**src/rtl/onehot_rr_arbiter_if.sv**
```systemverilog
// Handshake bundle between the requester bank and the round-robin arbiter.
interface onehot_rr_arbiter_if;
    logic [7:0] req;
    logic       done;
    logic [7:0] grant;
    logic [2:0] grant_idx;
    logic       grant_valid;
    logic       timeout;

    // Requester bank side: drives requests and the release strobe.
    modport master (
        output req,
        output done,
        input  grant,
        input  grant_idx,
        input  grant_valid,
        input  timeout
    );

    // Arbiter side.
    modport slave (
        input  req,
        input  done,
        output grant,
        output grant_idx,
        output grant_valid,
        output timeout
    );
endinterface

```
**src/rtl/onehot_rr_arbiter.sv**
```systemverilog
// Eight-way round-robin arbiter with hold-until-release grants and a
// watchdog that forces a release after TIMEOUT cycles (0 disables it).
module onehot_rr_arbiter #(
    parameter int unsigned TIMEOUT = 16,
    parameter int unsigned CNT_W   = 5
) (
    input  logic                clk,
    input  logic                rst,
    onehot_rr_arbiter_if.slave  bus
);

    typedef enum logic {
        IDLE,
        GRANT
    } state_t;

    state_t            state;
    logic [2:0]        last;
    logic [CNT_W-1:0]  cnt;
    logic [7:0]        grant_q;
    logic [2:0]        idx_q;
    logic              valid_q;
    logic              timeout_q;

    logic              pick_found;
    logic [2:0]        pick_idx;
    logic [2:0]        cand;
    logic              user_rel;
    logic              wd_hit;

    // Round-robin pick: first requesting index after the last owner, wrapping.
    always_comb begin
        pick_found = 1'b0;
        pick_idx   = '0;
        cand       = '0;
        for (int unsigned k = 1; k <= 8; k++) begin
            cand = last + 3'(k);
            if (!pick_found && bus.req[cand]) begin
                pick_found = 1'b1;
                pick_idx   = cand;
            end
        end
    end

    // Release causes seen while a grant is held.
    always_comb begin
        user_rel = bus.done || !bus.req[idx_q];
        wd_hit   = (TIMEOUT != 0) && (cnt == CNT_W'(TIMEOUT - 1));
    end

    // Arbitration FSM with registered grant, index, valid and timeout pulse.
    always_ff @(posedge clk) begin
        if (rst) begin
            state     <= IDLE;
            last      <= 3'd7;
            cnt       <= '0;
            grant_q   <= '0;
            idx_q     <= '0;
            valid_q   <= 1'b0;
            timeout_q <= 1'b0;
        end else begin
            case (state)
                IDLE: begin
                    timeout_q <= 1'b0;
                    if (pick_found) begin
                        grant_q <= 8'b1 << pick_idx;
                        idx_q   <= pick_idx;
                        valid_q <= 1'b1;
                        last    <= pick_idx;
                        cnt     <= '0;
                        state   <= GRANT;
                    end
                end
                GRANT: begin
                    if (user_rel || wd_hit) begin
                        // Pulse only when the watchdog alone caused the release.
                        timeout_q <= wd_hit && !user_rel;
                        grant_q   <= '0;
                        idx_q     <= '0;
                        valid_q   <= 1'b0;
                        state     <= IDLE;
                    end else begin
                        timeout_q <= 1'b0;
                        if (cnt != '1) begin
                            cnt <= cnt + CNT_W'(1);
                        end
                    end
                end
                default: begin
                    state <= IDLE;
                end
            endcase
        end
    end

    assign bus.grant       = grant_q;
    assign bus.grant_idx   = idx_q;
    assign bus.grant_valid = valid_q;
    assign bus.timeout     = timeout_q;

endmodule

```
**src/flat_wrapper.sv**
```systemverilog
// flat-port wrapper written by rule: the top's interface ports become plain ports
module onehot_rr_arbiter_flat 
#(
    parameter int unsigned TIMEOUT = 16,
    parameter int unsigned CNT_W   = 5
)
  (clk, rst, bus_req, bus_done, bus_grant, bus_grant_idx, bus_grant_valid, bus_timeout);
  onehot_rr_arbiter_if bus_i ();
  input  logic clk;
  input  logic rst;
  input wire logic [$bits(bus_i.req)-1:0] bus_req;
  input wire logic [$bits(bus_i.done)-1:0] bus_done;
  output wire logic [$bits(bus_i.grant)-1:0] bus_grant;
  output wire logic [$bits(bus_i.grant_idx)-1:0] bus_grant_idx;
  output wire logic [$bits(bus_i.grant_valid)-1:0] bus_grant_valid;
  output wire logic [$bits(bus_i.timeout)-1:0] bus_timeout;
  assign bus_i.req = bus_req;
  assign bus_i.done = bus_done;
  assign bus_grant = bus_i.grant;
  assign bus_grant_idx = bus_i.grant_idx;
  assign bus_grant_valid = bus_i.grant_valid;
  assign bus_timeout = bus_i.timeout;
  onehot_rr_arbiter #(.TIMEOUT(TIMEOUT), .CNT_W(CNT_W)) u_core (.clk(clk), .rst(rst), .bus(bus_i));
endmodule
```
**config.mk**
```make
export PLATFORM = sky130hd
export DESIGN_NAME = onehot_rr_arbiter_flat
export DESIGN_NICKNAME = d
export VERILOG_FILES = /design/src/rtl/onehot_rr_arbiter_if.sv /design/src/rtl/onehot_rr_arbiter.sv /design/src/flat_wrapper.sv
export SDC_FILE = /design/constraint.sdc
export NUM_CORES = 1
export LEC_CHECK = 0
export BUFFER_PORTS_ARGS = -buffer_cell sky130_fd_sc_hd__buf_2
export CORE_AREA = 2 2 74 48
export CTS_BUF_LIST = sky130_fd_sc_hd__clkbuf_4
export CTS_CLUSTER_DIAMETER = 60
export DETAILED_ROUTE_END_ITERATION = 6
export DIE_AREA = 0 0 76 50
export PLACE_DENSITY = 0.8
export SYNTH_ARGS = -nofsm -noshare
export SYNTH_HDL_FRONTEND = slang
export SYNTH_SLANG_ARGS = --single-unit
```
**constraint.sdc**
```tcl
create_clock -name clk -period 4.8 [get_ports clk]
set_input_delay 0.48 -clock clk [delete_from_list [all_inputs] [get_ports clk]]
set_output_delay 0.48 -clock clk [all_outputs]
set_load 0.03 [all_outputs]
```
# Word level (Yosys, flattened, before mapping)
# Index checks and enable logic that the tools add are counted.
# totals
register_bits	22
wordCells	106
output_inout_bits	13
inputBits	11
# classes
shift	1
reduce_logical	22
eq_ne	6
add_sub_neg	8
n_mux	52
n_bitwise	1
n_lt_le_gt_ge	9
# ops
cell	n
< comparator 3 x 4 -> 1 bit, second input constant	9
2-to-1 mux 3 bit	10
binary-select mux 1 bit (select 3 bit)	9
2-to-1 mux 1 bit	22
2-to-1 mux 8 bit	2
case mux 8 bit (2 select lines)	1
2-to-1 mux 5 bit	3
adder 3 bit, second input constant	4
case mux 5 bit (2 select lines)	1
zero test 1 bit	9
logical AND 1 bit	8
left shift 1 x 3 -> 8 bit, first input constant	1
adder 3 x 2 -> 3 bit, second input constant	2
inequality test 2 bit, second input constant	3
case mux 1 bit (2 select lines)	3
case mux 3 bit (2 select lines)	1
adder 5 x 1 -> 5 bit, second input constant	1
== test 5 x 4 -> 1 bit, second input constant	1
inequality test 5 bit, second input constant	1
AND reduction 2 bit	2
adder 3 x 1 -> 3 bit, second input constant	1
AND reduction 3 bit	1
logical OR 1 bit	2
inequality test 2 x 1 -> 1 bit, second input constant	1
NOT 1 bit	1

# Depth between registers and ports, before layout
# logic_depth
word_depth	28
depth_mapped	13
depth_no_buf	9

# Worst setup path before layout
# No wires, ideal clock.
# synth_path
kind	register -> register
from	register u_core.last[1]
to	register u_core.grant_q[0], in the netlist u_core.bus.grant[0]
arrival_time_ps	3310
synth_period_minus_slack_ps	3427
required_time_ps	4683
n_path_buf	3
path_stages_with_launch	13
slack_ps	1373
setup_ps	117
cell_sequence	dfxtp_1 buf_6 buf_2 inv_1 ha_1 buf_1 mux4_2 mux2_2 a311oi_4 or4b_4 a32oi_2 nor2_2 a32o_1
# synth_between
elab_chain_cells	28
elab_cells_between_ends	58
cone_classes	add/sub: 7; eq/ne: 1; shift: 1; mux: 34; reduce/logical: 15
# synth_rtl
element	line_no	source
start: declaration	onehot_rr_arbiter.sv:18	logic [2:0] last;
start signal: assignment	onehot_rr_arbiter.sv:69	last <= pick_idx;
adder 3 x 1 -> 3 bit	onehot_rr_arbiter.sv:37	cand = last + 3'(k);
binary-select mux 1 bit (select 3 bit)	onehot_rr_arbiter.sv:38	if (!pick_found && bus.req[cand]) begin
2-to-1 mux 1 bit (not written as such)	onehot_rr_arbiter.sv:38	
2-to-1 mux 1 bit	onehot_rr_arbiter.sv:38	
zero test 1 bit	onehot_rr_arbiter.sv:38	
logical AND 1 bit	onehot_rr_arbiter.sv:38	
2-to-1 mux 1 bit	onehot_rr_arbiter.sv:38	
zero test 1 bit	onehot_rr_arbiter.sv:38	
[12 not listed]	n/a	
logical AND 1 bit	onehot_rr_arbiter.sv:38	
2-to-1 mux 1 bit	onehot_rr_arbiter.sv:38	
zero test 1 bit	onehot_rr_arbiter.sv:38	
logical AND 1 bit	onehot_rr_arbiter.sv:38	
2-to-1 mux 3 bit	onehot_rr_arbiter.sv:38	
left shift 1 x 3 -> 8 bit	onehot_rr_arbiter.sv:66	grant_q <= 8'b1 << pick_idx;
2-to-1 mux 8 bit	onehot_rr_arbiter.sv:65	if (pick_found) begin
case mux 8 bit (2 select lines)	onehot_rr_arbiter.sv:62	case (state)
end signal: assignment	onehot_rr_arbiter.sv:66	
end: declaration	onehot_rr_arbiter.sv:20	logic [7:0] grant_q;
# Several ways; a longest one is shown, not always the timed one. The select of a mux whose other input is x is not followed.
# A chain may end at the register's enable or synchronous reset.

# Worst setup path in the final report
# layout_path
from	register u_core.last[0]
to	register u_core.grant_q[5], in the netlist u_core.bus.grant[5]
# The elaborated chain is that of the path after synthesis.

==> results.sh <==
export IMPL_status="finished, final reports clean"
export IMPL_crit_type="reg -> reg"
export IMPL_power_leakage_uw=0.000809
export IMPL_slew_headroom=0.398
export IMPL_grt_pass1_vias=1539
export IMPL_vias=1643
export IMPL_syn_inst=193
export IMPL_clk_path_buf_depth=2
export IMPL_placed_area_sq_um=1930
export IMPL_grt_ovfl_total=0
export IMPL_cts_setup_buffers=0
export IMPL_cts_buffers=3
export IMPL_final_layout_size_suffix_gt1_frac=0.257
export IMPL_via_per_inst=6.44
export IMPL_synth_top_area_share=0.244
export IMPL_setup_violations_final=0
export IMPL_syn_area_sq_um=1810
export IMPL_async_flop_share=0
export IMPL_hold_ws_ns=0.421
export IMPL_rsz0062_at_grt="false"
export IMPL_synth_top_area_cell="dfxtp_1"
export IMPL_finalHoldViolations=0
export IMPL_wl_per_cell_um=17.4
export IMPL_syn_to_final_growth_pct=7.89
export IMPL_ys_ff_latch=22
export IMPL_ir_worst_vdd_v=0.000361
export IMPL_postCtsHoldBufs=0
export IMPL_gp_congestion=0.980
export IMPL_min_period_over_period=0.846
export IMPL_yosys_warnings=0
export IMPL_setup_tns_ns=0
export IMPL_antenna_found_initial=0
export IMPL_drv_slew=0
export IMPL_synth_edf_count=0
export IMPL_finalCriticalPeriod_ns=4.06
export IMPL_drt_iter0_drc=196
export IMPL_crit_chain="inv_1, ha_1, mux4_2, mux2_2, a31oi_1, a41oi_1, and2_1, and2_1, a32o_1"
export IMPL_clk_latency_ns=0.31
export IMPL_routed_wl_mm=4.43
export IMPL_synthFlopType="dfxtp_1"
export IMPL_synth_commonest_cells="22 x dfxtp_1, 16 x nor2_1, 13 x nand2_1, 12 x mux2i_1, 11 x mux4_2"
export IMPL_endpoint_kind="flop"
export IMPL_cts_root_buf="clkbuf_4"
export IMPL_cts_sinks=22
export IMPL_clock_fmax_ghz=0.246
export IMPL_ys_types=49
export IMPL_dpl_hpwl_mm=3.49
export IMPL_worstMarginPinSlew_ns=0.892
export IMPL_cp_start_kind="flop"
export IMPL_grt_usage=0.257
export IMPL_wl_met2_mm=1.86
export IMPL_worstPathMaxFanout=14
export IMPL_final_cell_area_sq_um=1950
export IMPL_die_w_um=76
export IMPL_rrSetupSlack_ns=0.74
export IMPL_worstHoldPathType="in -> reg"
export IMPL_cap_violations=0
export IMPL_nets=228
export IMPL_max_stage_delay_ns=0.71
export IMPL_top_layer="met4"
export IMPL_cp_slowest_cell="dfxtp_1"
export IMPL_yosysSeqAreaShare=0.244
export IMPL_port_buffers=23
export IMPL_num_rows=16
export IMPL_start_util=0.582
export IMPL_synth_most_common_cell="dfxtp_1"
export IMPL_drt_pre_antenna_iters=4
export IMPL_post_route_drc_count=0
export IMPL_die_area_sq_um=3800
export IMPL_critPathRequiredTime_ns=5.01
export IMPL_ios=24
export IMPL_htreeDepth=1
export IMPL_syn_avg_cell_area_sq_um=9.36
export IMPL_powerDensity_nw_per_um2=726
export IMPL_synth_top_cells_by_area="dfxtp_1 24%, mux4_2 14%, mux2i_1 6.6%"
export IMPL_cts_resized=0
export IMPL_grt_pass1_wl_mm=7.73
export IMPL_skew_ns=0.00282
export IMPL_worstPathArrival_ns=4.27
export IMPL_drt_met1_wl_mm=2.08
export IMPL_synth_net_count=209
export IMPL_die_h_um=50
export IMPL_clk_pin_slew_ns=0.12
export IMPL_coreArea_sq_um=3100
export IMPL_antenna_cells=0
export IMPL_wl_met3_um=481
export IMPL_cts_tree="yes"
export IMPL_cp_common_cell="and2_1"
export IMPL_grt_start_max_net_pins=18
export IMPL_drtAntennaViolNets=0
==> cells by family (layout without fill, tap and decap cells) <==
group / count (synthesis) / count (layout) / synth area share
buf+inv: 16 / 33 / 0.0450
xor+xnor: 6 / 6 / 0.0291
simple gates: 64 / 64 / 0.186
fa+ha+maj: 5 / 5 / 0.0346
mux: 31 / 31 / 0.253
flops: 22 / 22 / 0.244
compound gates: 49 / 49 / 0.208
==> per-stage QoR <==
stage | cells | power, uW | utilization | setup slack (ns)
floorplan | 193 | 1110 | - | 1.37
global placement | 252 | 1300 | 0.621 | 0.974
detailed placement | 252 | 1310 | 0.621 | 0.793
CTS | 255 | 1400 | 0.628 | 0.777
global route | 255 | 1520 | 0.628 | 0.347
finish | 255 | 1420 | 0.628 | 0.738
==> area by class of cell <==
cell class	instances	area [sq um]
multi-input cells	155	1280
inverters	6	22.5
well taps	45	56.3
repair buffers	24	123
clock buffers	3	22.5
flip-flops and latches	22	440
fillers	262	1150
==> state kept, by name, indices dropped and copies added, names as in the netlist <==
name and cells:
u_core.bus.grant 8, u_core.bus.timeout 1, u_core.bus.grant_valid 1, u_core.last 3, u_core.state 1, u_core.bus.grant_idx 3
u_core.cnt 5
==> power breakdown <==
group	leakage, uW	switching, uW	internal, uW
registers	0.000180	64.2	233
clock network	0.0000138	54.0	29.3
logic	0.000615	621	414
==> final timing paths <==
| kind | from | to | depth (start not counted) |
|---|---|---|---|
| setup / recovery | u_core.last[0] | u_core.bus.grant[5] | 9 |
| hold / removal | rst | u_core.bus.grant_idx[0] | 2 |
| hold reg to reg | u_core.bus.grant[3] | u_core.bus.grant[3] | 1 |
| setup reg to reg | u_core.last[0] | u_core.bus.grant[5] | 9 |
==> critical path: cells and delay by family (launching register included) <==
family	cells	cell delay, ns
DFF	1	0.71
muxes	2	0.75
and+or+nand+nor	2	0.53
adders and majority gates	1	0.53
buffers and inverters	1	0.37
AOI/OAI and AO/OA	3	1.07
==> layout by cell type, fill, tap and decap left out, types with 3 or more instances in the layout <==
master / n
inv_1: 6
clkbuf_4: 3
a21o_1: 3
dfxtp_1: 22
a21oi_1: 9
mux4_2: 11
nand2b_1: 4
nor2_1: 16
a31oi_1: 5
o21ai_0: 6
xor2_1: 5
nand3_1: 10
ha_1: 5
buf_2: 23
nor3b_1: 3
and2_1: 4
nand2_1: 13
a32o_1: 7
mux2i_1: 12
mux2_2: 8
a211oi_1: 4
==> per-layer routing <==
metal  track usage  vias to the layer above
li1              -                      778
met1         0.380                      785
met2         0.374                       78
met3        0.0696                        2
met4        0.0545                        0
met5             0                        -
Note: power is estimated with default switching activity, not from simulation.
